===== src/rtl/ni_flit_retx_buffer_if.sv =====
`default_nettype none
// ============================================================================
// Module      : ni_flit_retx_buffer_if
// Description : Bundle of packetizer-side and link-side signals for the
//               go-back-N flit retransmission buffer.
//                 data_in   - flit from packetizer
//                 write     - push data_in (ignored while full)
//                 full      - buffer holds DEPTH unACKed/unsent flits
//                 empty     - nothing stored, nothing awaiting ACK
//                 FLIT_out  - flit on the link (valid with VALID_out)
//                 VALID_out - FLIT_out transmitted this cycle
//                 ACK_in    - oldest in-flight transmission accepted
//                 NACK_in   - oldest in-flight transmission rejected
//                 proto_err - sticky protocol-violation flag
//               master : packetizer + link side (drives data/responses)
//               slave  : the retransmission buffer
// Revision    : 1.0 - initial release
// ============================================================================
interface ni_flit_retx_buffer_if #(
    parameter int FLIT_WIDTH = 80
);
    logic [FLIT_WIDTH-1:0] data_in;
    logic                  write;
    logic                  full;
    logic                  empty;
    logic [FLIT_WIDTH-1:0] FLIT_out;
    logic                  VALID_out;
    logic                  ACK_in;
    logic                  NACK_in;
    logic                  proto_err;

    modport master (
        output data_in, write, ACK_in, NACK_in,
        input  full, empty, FLIT_out, VALID_out, proto_err
    );

    modport slave (
        input  data_in, write, ACK_in, NACK_in,
        output full, empty, FLIT_out, VALID_out, proto_err
    );
endinterface
`default_nettype wire


===== src/rtl/ni_flit_retx_buffer.sv =====
`default_nettype none
// ============================================================================
// Module      : ni_flit_retx_buffer
// Description : Go-back-N retransmission buffer between an NI packetizer and
//               a NoC output link. Accepted flits are kept until the link
//               ACKs them. On a NACK the buffer stops sending, waits for all
//               outstanding responses, then resends from the oldest unACKed
//               flit.
// Ports       : clk  - NoC clock, rising edge
//               rst  - asynchronous, active-low reset
//               bus  - ni_flit_retx_buffer_if.slave (data_in, write, full,
//                      empty, FLIT_out, VALID_out, ACK_in, NACK_in,
//                      proto_err)
// Revision    : 1.0 - initial release
// ============================================================================
module ni_flit_retx_buffer #(
    parameter int FLIT_WIDTH = 80,
    parameter int DEPTH      = 8,
    parameter int LOG_DEPTH  = 3
) (
    input  wire logic             clk,
    input  wire logic             rst,
    ni_flit_retx_buffer_if.slave  bus
);

    // Pointers carry one extra wrap bit so full and empty are distinct.
    localparam int                  c_PTR_W = LOG_DEPTH + 1;
    localparam logic [c_PTR_W-1:0]  c_DEPTH = c_PTR_W'(DEPTH);
    localparam logic [c_PTR_W-1:0]  c_ONE   = c_PTR_W'(1);
    localparam logic [c_PTR_W-1:0]  c_ZERO  = '0;

    typedef enum logic [0:0] {
        ST_SEND  = 1'b0,
        ST_DRAIN = 1'b1
    } state_t;

    // ------------------------------------------------------------------
    // State
    // ------------------------------------------------------------------
    logic [FLIT_WIDTH-1:0] r_mem [DEPTH];
    logic [c_PTR_W-1:0]    r_wr_ptr;
    logic [c_PTR_W-1:0]    r_send_ptr;
    logic [c_PTR_W-1:0]    r_ack_ptr;
    logic [c_PTR_W-1:0]    r_inflight;
    state_t                r_state;
    logic                  r_proto_err;

    // ------------------------------------------------------------------
    // Combinational
    // ------------------------------------------------------------------
    logic [c_PTR_W-1:0]    w_occupancy;
    logic [c_PTR_W-1:0]    w_pending;
    logic                  w_full;
    logic                  w_empty;
    logic                  w_wr_en;
    logic                  w_send;
    logic                  w_resp_any;
    logic                  w_resp_ok;
    logic                  w_nack;
    logic                  w_err;
    logic [c_PTR_W-1:0]    w_inflight_next;
    logic [c_PTR_W-1:0]    w_send_ptr_next;
    logic [c_PTR_W-1:0]    w_ack_ptr_next;
    state_t                w_state_next;

    assign w_occupancy = r_wr_ptr - r_ack_ptr;
    assign w_pending   = r_wr_ptr - r_send_ptr;
    assign w_full      = (w_occupancy == c_DEPTH);
    assign w_empty     = (w_occupancy == c_ZERO);
    assign w_wr_en     = bus.write && !w_full;

    // The link never stalls, so a flit leaves whenever there is something
    // unsent and the response window is not exhausted.
    assign w_send      = (r_state == ST_SEND) && (w_pending != c_ZERO) &&
                         (r_inflight < c_DEPTH);

    // A response is only meaningful if something is in flight. A flit sent
    // this cycle cannot be answered in the same cycle.
    assign w_resp_any  = bus.ACK_in || bus.NACK_in;
    assign w_resp_ok   = w_resp_any && (r_inflight != c_ZERO);
    // Simultaneous ACK and NACK is resolved conservatively as NACK.
    assign w_nack      = bus.NACK_in;
    assign w_err       = (bus.ACK_in && bus.NACK_in) ||
                         (w_resp_any && (r_inflight == c_ZERO));

    assign w_inflight_next = r_inflight
                           + (w_send    ? c_ONE : c_ZERO)
                           - (w_resp_ok ? c_ONE : c_ZERO);

    // ------------------------------------------------------------------
    // Next-state / pointer logic
    // ------------------------------------------------------------------
    always_comb begin
        w_state_next    = r_state;
        w_send_ptr_next = r_send_ptr + (w_send ? c_ONE : c_ZERO);
        w_ack_ptr_next  = r_ack_ptr;

        case (r_state)
            ST_SEND: begin
                if (w_resp_ok) begin
                    if (w_nack) begin
                        // If the NACK was the last outstanding response
                        // there is nothing to drain: rewind immediately.
                        if (w_inflight_next == c_ZERO) begin
                            w_send_ptr_next = r_ack_ptr;
                        end else begin
                            w_state_next = ST_DRAIN;
                        end
                    end else begin
                        w_ack_ptr_next = r_ack_ptr + c_ONE;
                    end
                end
            end
            ST_DRAIN: begin
                // Responses here belong to flits sent after the rejected
                // one; they are all discarded and resent, so ack_ptr holds.
                if (w_inflight_next == c_ZERO) begin
                    w_send_ptr_next = r_ack_ptr;
                    w_state_next    = ST_SEND;
                end
            end
            default: begin
                w_state_next = ST_SEND;
            end
        endcase
    end

    // ------------------------------------------------------------------
    // Registers
    // ------------------------------------------------------------------
    always_ff @(posedge clk or negedge rst) begin
        if (!rst) begin
            r_state <= ST_SEND;
        end else begin
            r_state <= w_state_next;
        end
    end

    always_ff @(posedge clk or negedge rst) begin
        if (!rst) begin
            r_wr_ptr    <= c_ZERO;
            r_send_ptr  <= c_ZERO;
            r_ack_ptr   <= c_ZERO;
            r_inflight  <= c_ZERO;
            r_proto_err <= 1'b0;
        end else begin
            if (w_wr_en) begin
                r_wr_ptr <= r_wr_ptr + c_ONE;
            end
            r_send_ptr  <= w_send_ptr_next;
            r_ack_ptr   <= w_ack_ptr_next;
            r_inflight  <= w_inflight_next;
            r_proto_err <= r_proto_err | w_err;
        end
    end

    // Storage is not reset; pointers alone define what is valid.
    always_ff @(posedge clk) begin
        if (w_wr_en) begin
            r_mem[r_wr_ptr[LOG_DEPTH-1:0]] <= bus.data_in;
        end
    end

    // ------------------------------------------------------------------
    // Outputs
    // ------------------------------------------------------------------
    assign bus.full      = w_full;
    assign bus.empty     = w_empty;
    assign bus.VALID_out = w_send;
    assign bus.FLIT_out  = r_mem[r_send_ptr[LOG_DEPTH-1:0]];
    assign bus.proto_err = r_proto_err;

endmodule
`default_nettype wire

===== src/flat_wrapper.sv =====
// flat-port wrapper written by rule: the top's interface ports become plain ports
module ni_flit_retx_buffer_flat 
#(
    parameter int FLIT_WIDTH = 80,
    parameter int DEPTH      = 8,
    parameter int LOG_DEPTH  = 3
)
  (clk, rst, bus_data_in, bus_write, bus_ACK_in, bus_NACK_in, bus_full, bus_empty, bus_FLIT_out, bus_VALID_out, bus_proto_err);
  ni_flit_retx_buffer_if #(.FLIT_WIDTH(FLIT_WIDTH)) bus_i ();
  input  wire logic clk;
  input  wire logic rst;
  input wire logic [$bits(bus_i.data_in)-1:0] bus_data_in;
  input wire logic [$bits(bus_i.write)-1:0] bus_write;
  input wire logic [$bits(bus_i.ACK_in)-1:0] bus_ACK_in;
  input wire logic [$bits(bus_i.NACK_in)-1:0] bus_NACK_in;
  output wire logic [$bits(bus_i.full)-1:0] bus_full;
  output wire logic [$bits(bus_i.empty)-1:0] bus_empty;
  output wire logic [$bits(bus_i.FLIT_out)-1:0] bus_FLIT_out;
  output wire logic [$bits(bus_i.VALID_out)-1:0] bus_VALID_out;
  output wire logic [$bits(bus_i.proto_err)-1:0] bus_proto_err;
  assign bus_i.data_in = bus_data_in;
  assign bus_i.write = bus_write;
  assign bus_i.ACK_in = bus_ACK_in;
  assign bus_i.NACK_in = bus_NACK_in;
  assign bus_full = bus_i.full;
  assign bus_empty = bus_i.empty;
  assign bus_FLIT_out = bus_i.FLIT_out;
  assign bus_VALID_out = bus_i.VALID_out;
  assign bus_proto_err = bus_i.proto_err;
  ni_flit_retx_buffer #(.FLIT_WIDTH(FLIT_WIDTH), .DEPTH(DEPTH), .LOG_DEPTH(LOG_DEPTH)) u_core (.clk(clk), .rst(rst), .bus(bus_i));
endmodule

===== config.mk =====
export PLATFORM = sky130hd
export DESIGN_NAME = ni_flit_retx_buffer_flat
export DESIGN_NICKNAME = d
export VERILOG_FILES = /design/src/rtl/ni_flit_retx_buffer_if.sv /design/src/rtl/ni_flit_retx_buffer.sv /design/src/flat_wrapper.sv
export SDC_FILE = /design/constraint.sdc
export NUM_CORES = 1
export LEC_CHECK = 0
export CAP_MARGIN = 30
export CORE_AREA = 2 2 171 340
export DETAILED_ROUTE_END_ITERATION = 8
export DIE_AREA = 0 0 173 342
export GPL_TIMING_DRIVEN = 0
export HOLD_SLACK_MARGIN = 0.12
export MAX_ROUTING_LAYER = met4
export PLACE_DENSITY = 0.6
export SYNTH_ARGS = -nofsm -noshare
export SYNTH_HDL_FRONTEND = slang
export SYNTH_SLANG_ARGS = --single-unit
export TNS_END_PERCENT = 10

===== constraint.sdc =====
create_clock -name clk -period 18.9 [get_ports clk]
set_input_delay 4.725 -clock clk [delete_from_list [all_inputs] [get_ports clk]]
set_output_delay 4.725 -clock clk [all_outputs]
set_load 0.02 [all_outputs]

==> results of run 1 <==
[sequential cells by signal, indices dropped and copies added, names as in the netlist]
register	cells
u_core.r_inflight	4
u_core.bus.proto_err	1
u_core.r_send_ptr	4
u_core.r_wr_ptr	4
u_core.r_state	1
u_core.r_ack_ptr	4
u_core.r_mem	640
[metal layers]
metal	GRT usage [%]	wire, um	vias up
met1	23.51	22050	6398
li1	-	-	5386
met3	3.717	3181	73
met5	-	0	-
met4	5.208	1128	0
met2	34.08	29410	364
[stage by stage]
stage	util [%]	power (W)	cells	setup slack, ns
after global routing	53.83	0.005247	2291	9.164
after detailed placement	50.15	0.003814	2178	9.897
final	53.83	0.005022	2291	9.415
after CTS	53.80	0.005085	2284	9.234
after floorplan	-	0.003044	1215	7.730
after global placement	48.97	0.003779	2139	0.9108
[Yosys cell counts, types with 2 or more instances]
cell type and instances:
a21o_1 3, a21oi_1 2, buf_1 10, buf_2 18, clkbuf_1 27, dfrtp_1 18
edfxtp_1 640, ha_1 15, inv_1 10, mux2_2 3, mux4_2 160, nand2_1 248
nand4_1 2, nor2_1 14, nor2b_1 2, nor3_1 2, or2_2 2, xnor2_1 9
xor2_1 5
[kinds of logic (layout without fill, tap and decap cells)]
family | Yosys count | count (layout) | synth area share (%)
compound gates | 13 | 13 | 0.4224
xor+xnor | 14 | 14 | 0.4870
fa+ha+maj | 16 | 16 | 0.8249
buf+inv | 66 | 379 | 1.073
flops | 658 | 658 | 78.12
mux | 165 | 165 | 14.54
other cells | 0 | 7 | 0
simple gates | 283 | 283 | 4.532
[layout make-up]
class	count	area share, %
diodes	7	0.05731
plain buffers	55	0.7491
clock buffers	61	4.818
clock inverters	45	1.969
inverters	11	0.1351
multi-input cells	491	17.32
flip-flops and latches	658	64.35
well taps	756	3.095
repair buffers	207	7.507
[path summary, 6_finish.rpt]
check	endpoint	slack, ns	cells after the start
max in group asynchronous	u_core.r_ack_ptr[3]	13.74	1
worst max-delay path	bus_VALID_out	9.42	10
worst min register to register	u_core.bus.proto_err	0.49	1
worst max register to register	u_core.r_send_ptr[0]	13.29	17
min in group asynchronous	u_core.r_inflight[1]	4.62	1
worst min-delay path	u_core.bus.proto_err	0.49	1
[cells in the final DEF, fill, tap and decap left out, types with 3 or more instances in the layout]
master,netlist,layout
edfxtp_1,640,640
buf_12,0,19
a21o_1,3,3
mux4_2,160,160
nand2_1,248,248
mux2_2,3,3
bufinv_16,0,13
clkdlybuf4s50_1,0,168
clkinv_2,0,9
diode_2,0,7
xor2_1,5,5
clkinvlp_4,0,6
inv_1,10,10
clkinv_1,0,9
nor2_4,0,6
clkbuf_1,27,29
xnor2_1,9,9
dfrtp_1,18,18
nor2_1,14,8
nor3_2,1,3
buf_1,10,10
clkinv_4,0,4
buf_2,18,18
ha_1,15,15
buf_6,0,18
clkbuf_16,0,58
[power breakdown]
group	internal (W)	total, W	switching (W)
Clock	0.000746	0.00127	0.000524
Combinational	0.000809	0.00184	0.00103
Sequential	0.00185	0.00191	0.0000574
==> results_dict.tcl, run 1 <==
set metrics [dict create \
    status "completed" \
    synth.largest_area_cell "edfxtp_1" \
    die_x_um 173 \
    critPathArrivalTime_ns 4.76 \
    via_count 12220 \
    wl_per_cell_um 24.34 \
    post_cts_buffers 0 \
    drtIter0Drc 1002 \
    netlist_area_mm2 0.02518 \
    synth_edf_count 640 \
    drive_gt1_share_pct 21.79 \
    powerDensity_mw_per_mm2 164.3 \
    ant_nets 0 \
    rsz0062_at_grt "no" \
    synth_top_area_share_pct 76.33 \
    synth_cell_types 44 \
    min_period_over_period_pct 50.18 \
    crit_chain "buf_2 > clkbuf_1 > clkbuf_1 > inv_1 > ha_1 > a21o_1 > and3_1 > a21o_1 > a311oi_1 > clkdlybuf4s50_1" \
    nets 1581 \
    ys.warnings.count 0 \
    cts_max_level 2 \
    critPathMaxFanout 10 \
    io_buffers 168 \
    peakVddDrop_mv 0.1224 \
    grt-ovfl-total 0 \
    timing.rr.start "u_core.r_send_ptr[1]" \
    place.gp.congestion 0.7423 \
    wl_um 55770 \
    multi_input_area_mm2 0.005295 \
    syn2layout_area_growth_pct 21.40 \
    cts_resized 0 \
    fp-row-count 124 \
    synth_ff_type "edfxtp_1" \
    skew_ns 0.01079 \
    clock_path_buffers 3 \
    dieHeight_um 342 \
    die_area_mm2 0.05917 \
    firstDrtPassIters 5 \
    synthArstFlopShare_pct 2.736 \
    cts_made_buffers 56 \
    path_buf_inv 5 \
    path_delay_family "buffers and inverters" \
    fin_setup_tns_ns 0 \
    stdcell_area_mm2 0.03057 \
    grt_pass1_wl_um 83360 \
    nFillCells 4470 \
    finalHoldViolations 0 \
    max_freq_ghz 0.1054 \
    ys_seq_area_share_pct 78.12 \
    worst_pin_slew_ns 0.9857 \
    cts.sinks 658 \
    end_kind "primary output" \
    setup_violations 0 \
    synthTopCellsByArea "edfxtp_1, mux4_2, nand2_1" \
    start_util_pct 44.34 \
    avgSynthCellArea_um2 20.72 \
    cpMaxStageDelayCell "clkdlybuf4s50_1" \
    grt_pass1_vias 13360 \
    hp-start "u_core.bus.proto_err" \
    critical_path_class "register to primary output" \
    yosys_register_bits 658 \
    grt_use_total_pct 19.59 \
    hpwlAfterDp_um 36660 \
    period_minus_slack_ns 9.485 \
    slew_violations 0 \
    coreArea_mm2 0.05678 \
    dpl_cell_area_mm2 0.02847 \
    p_leak_nw 10.17 \
    slowest_delay_ns 0.71 \
    relSlewSlack_pct 33.36 \
    cts_root_buf "clkbuf_16" \
    postCtsHoldBufs 0 \
    maxCapViolCount 0 \
    syn_nets 1316 \
    netlist_instances 1215 \
    startpoint_type "register" \
    cts_tree "yes" \
    post-route-drc-count 0 \
    hold_slack_ns 0.4910 \
    cp.required_ns 14.18 \
    hold_path_class "register to register" \
    clk-insertion-delay-late_ns 0.60 \
    clk_pin_slew_worst_paths_ns 0.07 \
    seqCellArea_mm2 0.01967 \
    io_pins 169 \
    drt-vias-per-instance 5.334 \
    crit_start "u_core.r_send_ptr[1]" \
    grt_max_degree 24 \
    antenna_found_initial 7 \
]
(Power assumes the default switching activity.)
==> run 2, diff against run 1 <==
PLACE_DENSITY = 0.62   (was 0.6)
clock period = 8.4 ns   (was 18.9 ns; I/O delays follow)
==> run 2 against run 1 <==
Effect of this change:
- clock skew up 0.0017 ns
- critical endpoint unchanged
- wire length down 1.9%
- final cell count fell by 0.44%
- global-route usage fell by 0.32 points
- design area shrank 1.0%
- worst hold slack got worse by 0.0059 ns
- utilization fell by 0.56 points
- total power grew 120%
- critical path depth did not move
- largest cell class unchanged
- setup slack got worse by 7.8 ns
- largest power group unchanged
==> results_dict.tcl, run 2 (synthesis gave the netlist of run 1 again) <==
set metrics [dict create \
    status "completed" \
    grt-ovfl-total 0 \
    grt_pass1_wl_um 81750 \
    place.gp.congestion 0.7241 \
    io_buffers 168 \
    cts_made_buffers 56 \
    die_area_mm2 0.05917 \
    final_cells 2281 \
    clock_path_buffers 3 \
    relSlewSlack_pct 37.39 \
    rsz0062_at_grt "no" \
    cts_resized 0 \
    die_x_um 173 \
    timing.rr.start "u_core.r_send_ptr[1]" \
    grt_pass1_vias 13100 \
    startpoint_type "register" \
    ff2ff_path_depth 17 \
    cts.sinks 658 \
    max_freq_ghz 0.1469 \
    critPathMaxFanout 10 \
    finalHoldViolations 0 \
    reg2reg_to "u_core.r_send_ptr[3]" \
    clk-insertion-delay-late_ns 0.59 \
    postCtsHoldBufs 0 \
    hp-start "u_core.bus.proto_err" \
    min_period_over_period_pct 81.05 \
    syn2layout_area_growth_pct 20.15 \
    finalPower_w 0.01095 \
    slew_violations 0 \
    firstDrtPassIters 5 \
    wl_per_cell_um 23.99 \
    critical_path_class "register to primary output" \
    nets 1575 \
    wl_um 54720 \
    place_inst 2172 \
    post-route-drc-count 0 \
    drive_gt1_share_pct 20.50 \
    hold_path_depth 1 \
    period_minus_slack_ns 6.809 \
    fin_setup_tns_ns 0 \
    final_common_cell "edfxtp_1" \
    hold_path_end "u_core.bus.proto_err" \
    antenna_found_initial 8 \
    peakVddDrop_mv 0.2486 \
    ant_nets 0 \
    p_leak_nw 10.02 \
    drtIter0Drc 1049 \
    hold_path_class "register to register" \
    cp.required_ns 6.30 \
    via_count 12200 \
    skew_ns 0.01249 \
    dieHeight_um 342 \
    coreArea_mm2 0.05678 \
    end_kind "primary output" \
    r2r_slack_ns 2.77 \
    post_cts_buffers 0 \
    final_cell_mix "edfxtp_1, nand2_1, clkdlybuf4s50_1" \
    cts_max_level 2 \
    hpwlAfterDp_um 35180 \
    cts_tree "yes" \
    io_pins 169 \
    grt_max_degree 25 \
    cts_root_buf "clkbuf_16" \
    clk_pin_slew_worst_paths_ns 0.06 \
    largest_reg_flops 640 \
    fp-row-count 124 \
    start_util_pct 44.34 \
    drt-vias-per-instance 5.348 \
    crit_start "u_core.r_send_ptr[1]" \
    grt_use_total_pct 19.27 \
    powerDensity_mw_per_mm2 361.9 \
    setup_violations 0 \
    critPathArrivalTime_ns 4.71 \
    maxCapViolCount 0 \
    worst_pin_slew_ns 0.9340 \
]
[run 2: cell count changes in the layout (fill, tap and decap cells not counted), sizes merged]
cell	previous run	this run
clkinvlp	6	3
clkbuf	88	96
clkinv	24	22
buf	67	61
bufinv	13	6
diode	7	8
inv	13	12
[run 2: metal layers]
metal	up-vias	global-route usage, %	wire [um]
li1	5377	-	-
met1	6360	23.45	21320
met2	390	32.73	28610
met3	71	4.316	3797
met4	0	5.049	994
met5	-	-	0
[run 2: area by class of cell]
cell class	instances	area (um^2)
inverters	11	41.29
fillers	4471	26530
plain buffers	55	229.0
multi-input cells	491	5301
diodes	8	20.02
clock buffers	69	1471
clock inverters	32	315.3
flip-flops and latches	658	19670
well taps	756	945.9
repair buffers	201	2258
[run 2: worst max-delay path by stage]
stage / endpoint / slack [ns] / cells after the start
after floorplan: u_core.r_mem[2][0] / 0.14 / 2
after global placement: u_core.r_mem[2][34] / -6.18 / 3
after detailed placement: bus_VALID_out / 2.28 / 10
after CTS: bus_VALID_out / 1.57 / 10
after global routing: bus_VALID_out / 1.44 / 10
final: bus_VALID_out / 1.59 / 10
[run 2: where the power goes]
group	internal [W]	leakage, nW	switching (W)
Sequential	0.00417	6.02	0.000130
Combinational	0.00182	3.12	0.00229
Clock	0.00143	0.871	0.00111
Total	0.00742	10.0	0.00353
[run 2: stage by stage]
stage	cell area [um^2]	utilization, %	hold slack, ns	setup slack, ns
4_1_cts	30230	53.24	0.4874	1.573
2_1_floorplan	25180	-	0.4664	0.1425
3_5_place_dp	28440	50.09	0.4727	2.284
3_3_place_gp	27810	48.98	0.4641	-6.183
6_report	30250	53.27	0.4851	1.591
5_1_grt	30250	53.27	0.5132	1.437
[run 2: critical path: stages, from the launching register on]
cell             delay [ns]
dfrtp_1                0.37
buf_2                  0.27
clkbuf_1               0.61
clkbuf_1               0.61
inv_1                  0.15
ha_1                   0.38
a21o_1                 0.21
and3_1                 0.17
a21o_1                 0.17
a311oi_1               0.45
clkdlybuf4s50_1        0.71
==> run 3, diff against run 2 <==
clock period = 5.9 ns   (was 8.4 ns; I/O delays follow)
==> run 3 against run 2 <==
Effect of this change:
- clock power is 43% higher
- via count is 0.40% lower
- critical path depth is 2 lower
- wire length is 0.41% lower
- sequential power is 43% higher
- setup slack worse by 1.3 ns
- first-iteration DRC count is 4.9% higher
- register-to-register slack worse by 2.0 ns
- worst hold slack hardly changed
- total power is 42% higher
- largest cell class unchanged
- highest routed layer unchanged
==> results_dict.tcl, run 3 (synthesis gave the netlist of run 1 again) <==
set metrics [dict create \
    skew_ns 0.01325 \
    maxCapViolCount 0 \
    hpwlAfterDp_um 35180 \
    die_x_um 173 \
    finalHoldViolations 0 \
    grt_pass1_wl_um 81540 \
    period_minus_slack_ns 5.631 \
    relSlewSlack_pct 35.32 \
    nets 1574 \
    critPathMaxFanout 10 \
    cp.required_ns 4.43 \
    hold_path_depth 1 \
    grt-ovfl-total 0 \
    grt_max_degree 25 \
    hp-start "u_core.bus.proto_err" \
    wl_met1_um 21170 \
    seqCellArea_mm2 0.01967 \
    p_clk_share_pct 23.2 \
    critPathMostFrequentCell "clkbuf_1" \
    postCtsHoldBufs 0 \
    nFillCells 4476 \
    wl_um 54490 \
    ant_nets 0 \
    io_pins 169 \
    end_kind "primary output" \
    clk_pin_slew_worst_paths_ns 0.06 \
    via_count 12150 \
    largest_reg_flops 640 \
    startpoint_type "register" \
    coreArea_mm2 0.05678 \
    syn2layout_area_growth_pct 20.13 \
    drt-vias-per-instance 5.331 \
    worst_pin_slew_ns 0.9650 \
    slew_violations 0 \
    critPathArrivalTime_ns 4.16 \
    dieHeight_um 342 \
    min_period_over_period_pct 95.44 \
    antenna_found_initial 7 \
    clock_path_buffers 3 \
    fp-row-count 124 \
    drive_gt1_share_pct 20.58 \
    highest_layer "met4" \
    ff2ff_path_depth 15 \
    final_cells 2279 \
    final_cell_mix "edfxtp_1, nand2_1, clkdlybuf4s50_1" \
    io_buffers 168 \
    hold_slack_ns 0.4851 \
    swShare_pct 32.23 \
    status "completed" \
    place_inst 2172 \
    final_common_cell "edfxtp_1" \
    timing.rr.start "u_core.r_send_ptr[2]" \
    drtIter0Drc 1100 \
    setup_violations 0 \
    post_cts_buffers 0 \
    grt_use_total_pct 19.21 \
    p_sw_w 0.005020 \
    r2r_slack_ns 0.82 \
    finalPower_w 0.01558 \
    max_freq_ghz 0.1776 \
    peakVddDrop_mv 0.3494 \
    post-route-drc-count 0 \
    multi_input_area_mm2 0.005301 \
    path_delay_family "buffers and inverters" \
    intPower_w 0.01056 \
    start_util_pct 44.34 \
    die_area_mm2 0.05917 \
    place.gp.congestion 0.7241 \
    slowest_delay_ns 0.71 \
    crit_chain "clkbuf_1 > inv_2 > clkbuf_1 > ha_1 > and3_1 > a21o_1 > a311oi_1 > clkdlybuf4s50_1" \
    dr_wl_met2_um 28420 \
    clk-insertion-delay-late_ns 0.59 \
    powerDensity_mw_per_mm2 515.0 \
    cts_root_buf "clkbuf_16" \
    firstDrtPassIters 5 \
    cts_max_level 2 \
    critical_path_class "register to primary output" \
    reg2reg_to "u_core.r_send_ptr[3]" \
    cts_tree "yes" \
    path_buf_inv 4 \
    hold_path_end "u_core.bus.proto_err" \
    p_comb_share_pct 37.5 \
    hold_path_class "register to register" \
    p_leak_nw 10.02 \
    cpMaxStageDelayCell "clkdlybuf4s50_1" \
    wl_met3_um 3886 \
    p_seq_share_pct 39.3 \
    wl_per_cell_um 23.91 \
    cts.sinks 658 \
    grt_pass1_vias 13100 \
    cts_made_buffers 56 \
    rsz0062_at_grt "no" \
]
[run 3: changes by cell type in the layout (fill, tap and decap cells not counted), sizes merged]
cell,previous run,this run
clkbuf,96,95
diode,8,7
[run 3: layer usage]
| metal | global-route usage, % | vias up |
|---|---|---|
| met4 | 4.908 | 0 |
| met3 | 4.305 | 71 |
| met1 | 23.33 | 6335 |
| met5 | - | - |
| met2 | 32.75 | 369 |
| li1 | - | 5374 |
[run 3: how the worst max path moves through the flow]
| stage | depth (start not counted) | endpoint | slack, ns | startpoint |
|---|---|---|---|---|
| floorplan | 2 | u_core.r_mem[2][0] | -1.73 | bus_write |
| global placement | 3 | u_core.r_mem[2][34] | -8.06 | bus_write |
| detailed placement | 17 | u_core.r_send_ptr[3] | 0.31 | u_core.r_send_ptr[1] |
| CTS | 8 | bus_VALID_out | 0.19 | u_core.r_send_ptr[2] |
| global route | 8 | bus_VALID_out | 0.06 | u_core.r_send_ptr[2] |
| finish | 8 | bus_VALID_out | 0.27 | u_core.r_send_ptr[2] |
[run 3: power groups by stage]
| stage | combinational (W) | clock, W | sequential [W] |
|---|---|---|---|
| after floorplan | 0.00349 | 0 | 0.00625 |
| after global placement | 0.00568 | 0 | 0.00640 |
| after detailed placement | 0.00596 | 0 | 0.00623 |
| after CTS | 0.00598 | 0.00367 | 0.00613 |
| after global routing | 0.00630 | 0.00384 | 0.00618 |
| final | 0.00584 | 0.00361 | 0.00613 |
[run 3: layout make-up]
cell class / instances / area share (%)
sequential: 658 / 65.03
multi-input combinational: 491 / 17.53
timing repair buffer: 201 / 7.467
clock buffer: 69 / 4.865
tap: 756 / 3.127
clock inverter: 32 / 1.042
buffer: 54 / 0.7487
inverter: 11 / 0.1365
antenna: 7 / 0.05791
[run 3: what timing repair did]
action,in CTS,in global routing
setup endpoints to repair,1,0
endpoints found under the hold margin,0,0
resized for setup,1,0
[run 3: worst reg2reg max path, delay by kind of cell, from the launching register on]
kind / cells / cell delay, ns
AND/OR/NAND/NOR: 3 / 0.84
adder cells (fa/ha/maj): 4 / 1.29
flip-flops: 1 / 0.35
XOR/XNOR: 1 / 0.18
buffers and inverters: 4 / 1.37
AO/OA/AOI/OAI: 2 / 0.54
multiplexers: 1 / 0.39
[run 3: per-stage QoR]
step	setup TNS (ns)	instance area, um^2	setup slack, ns	util (%)
after floorplan	-138.60	25180	-1.732	-
after global placement	-2858.01	27810	-8.058	48.98
after detailed placement	0	28440	0.3114	50.09
after CTS	0	30230	0.1930	53.23
after global routing	0	30250	0.05517	53.27
final	0	30250	0.2688	53.27
